`src/rtl/sdram_arbiter.sv`:
```
`default_nettype none
// +--------------------------------------------------------------------------+
// | Module      : sdram_arbiter                                              |
// | Description : Shares one 16-bit SDRAM controller port between the SPI     |
// |               flash emulator (read-only), the host image loader (r/w)    |
// |               and periodic refresh, tracking owed refresh credits.       |
// | Options     : `define SDRAM_ARB_FORCE_REFRESH_EN to force refresh above   |
// |               every other requester once the owed count reaches          |
// |               REFRESH_MAX_PENDING.                                       |
// | Revision    : 1.0 - initial release                                      |
// +--------------------------------------------------------------------------+
module sdram_arbiter #(
  parameter int REFRESH_PERIOD      = 750,
  parameter int REFRESH_MAX_PENDING = 8
) (
  input  logic        clk,
  input  logic        reset,
  input  logic        spi_critical,
  input  logic        ram_refresh_inhibit,
  input  logic [31:0] spi_addr,
  input  logic        spi_read_enable,
  output logic [15:0] spi_read_data,
  output logic        spi_read_valid,
  input  logic [31:0] host_addr,
  input  logic        host_req,
  input  logic        host_we,
  input  logic [15:0] host_wdata,
  output logic [15:0] host_rdata,
  output logic        host_ack,
  output logic [31:0] sd_addr,
  output logic        sd_we,
  output logic [15:0] sd_wdata,
  output logic        sd_enable,
  input  logic [15:0] sd_rdata,
  input  logic        sd_done,
  output logic        sd_refresh,
  input  logic        sd_refresh_done,
  output logic [3:0]  refresh_owed,
  output logic [7:0]  errors
);

  localparam int              c_TW         = (REFRESH_PERIOD > 1) ? $clog2(REFRESH_PERIOD) : 1;
  localparam logic [c_TW-1:0] c_TIMER_LAST = c_TW'(REFRESH_PERIOD - 1);
  localparam logic [3:0]      c_MAX_PEND   = 4'(REFRESH_MAX_PENDING);

  typedef enum logic [1:0] {
    ST_IDLE    = 2'd0,
    ST_SPI     = 2'd1,
    ST_HOST    = 2'd2,
    ST_REFRESH = 2'd3
  } state_t;

  state_t r_state;
  state_t w_state_nxt;

  logic [c_TW-1:0] r_timer;
  logic [3:0]      r_owed;
  logic [3:0]      r_err;
  logic [15:0]     r_spi_rdata;
  logic            r_spi_valid;
  logic [15:0]     r_host_rdata;
  logic            r_host_ack;
  logic [31:0]     r_sd_addr;
  logic            r_sd_we;
  logic [15:0]     r_sd_wdata;
  logic            r_sd_enable;
  logic            r_sd_refresh;

  // The controller works in 16-bit words: drop the byte-lane bit and the
  // top byte of the incoming byte addresses.
  logic [31:0] w_spi_word;
  logic [31:0] w_host_word;
  logic        w_unused_addr;
  assign w_spi_word    = {9'd0, spi_addr[23:1]};
  assign w_host_word   = {9'd0, host_addr[23:1]};
  assign w_unused_addr = &{1'b0, spi_addr[31:24], spi_addr[0], host_addr[31:24], host_addr[0]};

  // A requester whose completion pulse is showing this cycle still has its
  // stale level request up; masking it avoids an immediate re-issue.
  logic w_spi_req;
  logic w_host_req;
  logic w_ref_ok;
  logic w_force_ref;
  logic w_tick;
  logic w_ref_done;
  logic w_in_access;
  assign w_spi_req   = spi_read_enable & ~r_spi_valid;
  assign w_host_req  = host_req & ~r_host_ack & ~spi_critical;
  assign w_ref_ok    = (r_owed != 4'd0) & ~ram_refresh_inhibit & ~spi_critical;
`ifdef SDRAM_ARB_FORCE_REFRESH_EN
  assign w_force_ref = (r_owed >= c_MAX_PEND);
`else
  assign w_force_ref = 1'b0;
`endif
  assign w_tick      = (r_timer == c_TIMER_LAST);
  assign w_ref_done  = (r_state == ST_REFRESH) & sd_refresh_done;
  assign w_in_access = (r_state == ST_SPI) | (r_state == ST_HOST);

  // State register.
  always_ff @(posedge clk or negedge reset) begin
    if (!reset) begin
      r_state <= ST_IDLE;
    end else begin
      r_state <= w_state_nxt;
    end
  end

  // Next-state: grant priority in IDLE, otherwise wait for the completion pulse.
  always_comb begin
    w_state_nxt = r_state;
    case (r_state)
      ST_IDLE: begin
        if (w_force_ref)     w_state_nxt = ST_REFRESH;
        else if (w_spi_req)  w_state_nxt = ST_SPI;
        else if (w_ref_ok)   w_state_nxt = ST_REFRESH;
        else if (w_host_req) w_state_nxt = ST_HOST;
      end
      ST_SPI, ST_HOST: begin
        if (sd_done) w_state_nxt = ST_IDLE;
      end
      ST_REFRESH: begin
        if (sd_refresh_done) w_state_nxt = ST_IDLE;
      end
      default: w_state_nxt = ST_IDLE;
    endcase
  end

  // Registered controller-side outputs: strobes follow the next state,
  // address/data are captured at the grant.
  always_ff @(posedge clk or negedge reset) begin
    if (!reset) begin
      r_sd_enable  <= 1'b0;
      r_sd_refresh <= 1'b0;
      r_sd_addr    <= 32'd0;
      r_sd_we      <= 1'b0;
      r_sd_wdata   <= 16'd0;
    end else begin
      r_sd_enable  <= (w_state_nxt == ST_SPI) | (w_state_nxt == ST_HOST);
      r_sd_refresh <= (w_state_nxt == ST_REFRESH);
      if (r_state == ST_IDLE && w_state_nxt == ST_SPI) begin
        r_sd_addr <= w_spi_word;
        r_sd_we   <= 1'b0;
      end else if (r_state == ST_IDLE && w_state_nxt == ST_HOST) begin
        r_sd_addr  <= w_host_word;
        r_sd_we    <= host_we;
        r_sd_wdata <= host_wdata;
      end
    end
  end

  // Completion pulses and returned read data toward flash and host.
  always_ff @(posedge clk or negedge reset) begin
    if (!reset) begin
      r_spi_valid  <= 1'b0;
      r_spi_rdata  <= 16'd0;
      r_host_ack   <= 1'b0;
      r_host_rdata <= 16'd0;
    end else begin
      r_spi_valid <= (r_state == ST_SPI) & sd_done;
      r_host_ack  <= (r_state == ST_HOST) & sd_done;
      if (r_state == ST_SPI && sd_done) begin
        r_spi_rdata <= sd_rdata;
      end
      if (r_state == ST_HOST && sd_done && !r_sd_we) begin
        r_host_rdata <= sd_rdata;
      end
    end
  end

  // Refresh timer and owed-credit counter; a credit and a completion in the
  // same cycle cancel out.
  always_ff @(posedge clk or negedge reset) begin
    if (!reset) begin
      r_timer <= '0;
      r_owed  <= 4'd0;
    end else begin
      r_timer <= w_tick ? '0 : r_timer + 1'b1;
      case ({w_tick, w_ref_done})
        2'b10:   if (r_owed != 4'hF) r_owed <= r_owed + 4'd1;
        2'b01:   r_owed <= r_owed - 4'd1;
        default: r_owed <= r_owed;
      endcase
    end
  end

  // Sticky error flags: [0] owed overflow, [1] host dropped request early,
  // [2] stray controller completion, [3] owed reached the pending threshold.
  always_ff @(posedge clk or negedge reset) begin
    if (!reset) begin
      r_err <= 4'd0;
    end else begin
      r_err[0] <= r_err[0] | (w_tick & ~w_ref_done & (r_owed == 4'hF));
      r_err[1] <= r_err[1] | ((r_state == ST_HOST) & ~host_req & ~sd_done);
      r_err[2] <= r_err[2] | (sd_done & ~w_in_access)
                           | (sd_refresh_done & (r_state != ST_REFRESH));
      r_err[3] <= r_err[3] | (r_owed >= c_MAX_PEND);
    end
  end

  assign spi_read_data  = r_spi_rdata;
  assign spi_read_valid = r_spi_valid;
  assign host_rdata     = r_host_rdata;
  assign host_ack       = r_host_ack;
  assign sd_addr        = r_sd_addr;
  assign sd_we          = r_sd_we;
  assign sd_wdata       = r_sd_wdata;
  assign sd_enable      = r_sd_enable;
  assign sd_refresh     = r_sd_refresh;
  assign refresh_owed   = r_owed;
  assign errors         = {4'd0, r_err};

endmodule
`default_nettype wire
```
`config.mk`:
```
export PLATFORM = sky130hd
export DESIGN_NAME = sdram_arbiter
export DESIGN_NICKNAME = d
export VERILOG_FILES = /design/src/rtl/sdram_arbiter.sv
export SDC_FILE = /design/constraint.sdc
export NUM_CORES = 1
export LEC_CHECK = 0
export BUFFER_PORTS_ARGS = -buffer_cell sky130_fd_sc_hd__clkbuf_2
export CAP_MARGIN = 20
export CORE_MARGIN = 1
export CORE_UTILIZATION = 46
export CTS_CLUSTER_DIAMETER = 60
export DETAILED_ROUTE_END_ITERATION = 10
export GPL_ROUTABILITY_DRIVEN = 0
export PLACE_DENSITY = 0.84
export SYNTH_ARGS = -nofsm -noshare
export SYNTH_HDL_FRONTEND = slang
export SYNTH_SLANG_ARGS = --single-unit
```
`constraint.sdc`:
```
create_clock -name clk -period 3 [get_ports clk]
set_input_delay 0.45 -clock clk [delete_from_list [all_inputs] [get_ports clk]]
set_output_delay 0.45 -clock clk [all_outputs]
set_load 0.03 [all_outputs]
```
==> impl_results.md <==
* DR pass1 iterations at 7
* Synth unique cells at 39
* Fin. Hold Viols at 0
* CTS max path bufs at 2
* Register bit total from synthesis at 96
* Via Count at between 3,000 and 4,000
* Syn Inst Count at between 300 and 400
* Cell Rows at 34
* Post-CTS Resized at 0
* Setup TNS at 0 ns
* Synth Area per Inst at 12.4 um2
* Final min period at roughly 2.5 ns
* Post-CTS setup buffers at 0
* Measured slew at the worst slew-check pin at between 0.8 and 0.9 ns
* Post-route antenna net violation count at 0
* Met1 Usage GRT at 0.232
* Initial Util at 0.479
* Critical path class: reg2reg
* Antenna violations before repair at 0
* Vias per Instance at approximately 5.0
* Dpl hpwl at about 6500 um
* Tcrit/Tclk final at 0.848
* Top achievable clock speed at just under 0.4 GHz
* Post-route non-filler standard cell count at 623
* Clock skew at 0.0121 ns
* Worst-path clk slew at 0.10 ns
* CTS H-Tree Depth at 3
* Port Buf Inserts at 170
* Pwr dens at 1150 nW/um2
* DP Area at 5140 um2
* Final slew viol count at 0
* Run status: finished, violations left
* Initial DRC Count at 108
* First-pass GRT wire length at about 15,000 um
* Clk root buf: clkbuf_8
* Antenna cells at 0
* Placed insts at 608
* Post-CTS Hold Buffers at 0
* Routed WL at between 8000 and 9000 um
* Core area at ~9000 um2
* CP Launch Type: register
* Final Cell Area at 5310 um2
* DRC Markers at 22
* GRT busiest layer: met2
* Share of layout cells above drive strength 1 at 0.478
* Failing checks: design-rule violations
* Cts bufs inserted at 9
* Max Cap Viol at 0
* Critical path arrival at approximately 2.8 ns
* Min-Delay Path Class: in2async
* Final setup margin at 0.455 ns
* I/O pin total at 202
* Unrepaired setup endpoints after global routing: no
* Met2 Use GR at 0.336
* Post-place setup slack at around 0.45 ns
* CTS tree: done
* Cell Chain, Critical Path: inv_1 -> ha_1 -> nand2b_1 -> a21oi_1 -> a21o_1 -> a21o_1 -> ha_1 -> nand3b_1 -> buf_4 -> mux2_2
* Max VDD drop at 0.000660 V
* Register Area at 2400 um2
* Synth warn at 0
* Die Ht at 97.7 um
* Slowest Stage Delay on Critical Path at 0.45 ns
* Slew HR at 0.461
* Number of global-route vias before repair at between 3,000 and 4,000
* Setup-failing EPs final at 0
* Area growth, synth to finish at 26.0%
* GRT overflow at 0
* Nets@finish at 626
* DR WL/cell at 14.0 um
* Mapped cell area at 4220 um2
* Fillers at around 700
* CP required at 3.25 ns
* Die area at between 9000 and 10,000 um2
* CP Capture Type: register
* Global Route met3 Usage at 0.0439
* Clock tree sinks at 96
* Power Total at 0.00608 W
* Register area share after synthesis at 0.570
* Worst skew pair latency at roughly 0.36 ns
* Footprint of the multi-input gates at around 1700 um2
* Total GRT Usage at 0.193
* Largest net degree at the start of global routing at 49
* CP max stage cell: dfrtp_1
* Die Wd at 97.7 um
* Lkg Pwr at 2.85 nW
* Worst-path fanout max at 17
[through the flow]
step / utilization / hold slack (ns)
3_5_place_dp: 0.584 / 0.448
4_1_cts: 0.603 / 0.116
6_report: 0.603 / 0.0927
3_3_place_gp: 0.584 / 0.451
2_1_floorplan: - / 0.154
5_1_grt: 0.603 / 0.139
[final timing paths]
path                          startpoint  slack, ns                 to  cells past startpoint
setup / recovery              r_state[1]       0.45        sd_wdata[6]                     10
hold / removal                     reset       0.09     host_rdata[14]                      1
setup reg to reg              r_state[1]       0.45        sd_wdata[6]                     10
hold reg to reg                 r_err[3]       0.47           r_err[3]                      1
max in group asynchronous          reset       2.12  spi_read_data[11]                      2
min in group clk           host_wdata[5]       0.32        sd_wdata[5]                      2
[metal layers]
metal | vias up | share of wire
met5 | - | 0
met4 | 0 | 0.016
met3 | 13 | 0.053
met2 | 120 | 0.51
met1 | 1505 | 0.42
li1 | 1480 | -
[registers in the layout (all words and copies together), names as in the netlist, 2 cells and up]
register	count
spi_read_data	16
sd_addr	23
refresh_owed	4
sd_wdata	16
r_state	2
host_rdata	16
r_err	4
r_timer	10
[Yosys cell counts, drive strengths merged]
master  number  area [um2]
a21o         4        30.0
a21oi        7        35.0
a221o        1        10.0
a22o         1        8.76
a22oi        1        7.51
a41o         1        10.0
and2         2        12.5
and3         4        30.0
buf         21         144
clkbuf       8        30.0
conb         1        3.75
dfrtp       96        2400
ha          10         125
inv          9        33.8
mux2        50         571
mux2i       21         210
nand2       28         105
nand2b       4        25.0
nand3        5        25.0
nand3b       4        30.0
nand4        3        18.8
nor2        11        41.3
nor3         1        5.00
nor4         1        6.26
nor4bb       1        10.0
o21ai       26         130
o21bai       1        7.51
o22ai        3        18.8
o41a         1        11.3
or2          1        6.26
or3          1        6.26
or3b         1        8.76
xnor2        4        35.0
xor2         7        61.3
[cell type report]
cell class,instances,area share
inverters,9,0.00636
clock buffers,9,0.0233
multi-input cells,218,0.311
well taps,108,0.0254
flip-flops and latches,96,0.452
clock inverters,6,0.00825
repair buffers,177,0.173
[worst max-delay path, delay by kind of cell, from the launching register on]
| kind | cells | cell delay [ns] |
|---|---|---|
| and+or+nand+nor | 2 | 0.21 |
| muxes | 1 | 0.36 |
| adders and majority gates | 2 | 0.61 |
| buffers and inverters | 2 | 0.35 |
| DFF | 1 | 0.45 |
| AOI/OAI and AO/OA | 3 | 0.46 |
[kinds of logic (layout without fill, tap and decap cells)]
group                      after synthesis  after routing  synth area share
AOI/OAI and AO/OA                       46             46            0.0638
xor gates and xnor gates                11             11            0.0229
adders and majority gates               10             10            0.0297
buffers and inverters                   38            201            0.0493
DFF                                     96             96             0.570
muxes                                   71             71             0.185
other                                    1             13          0.000890
and+or+nand+nor                         67             67            0.0784
[layout by cell type (no fill, tap or decap), drive strengths merged, types with 4 or more instances in the layout]
cell    instances
xnor2           4
mux2           50
nand2          28
xor2            7
nand2b          4
inv            11
a21o            4
conb           13
ha             10
buf             8
dfrtp          96
and3            4
mux2i          21
nor2           11
clkbuf        178
o21ai          26
nand3b          4
nand3           5
a21oi           7
[power breakdown]
group          leakage, nW  switching [W]  internal (W)
Combinational         1.60        0.00205       0.00112
Sequential            1.16       0.000322       0.00185
Clock               0.0859       0.000445      0.000301
No activity file was read; power rests on OpenSTA's default activity.
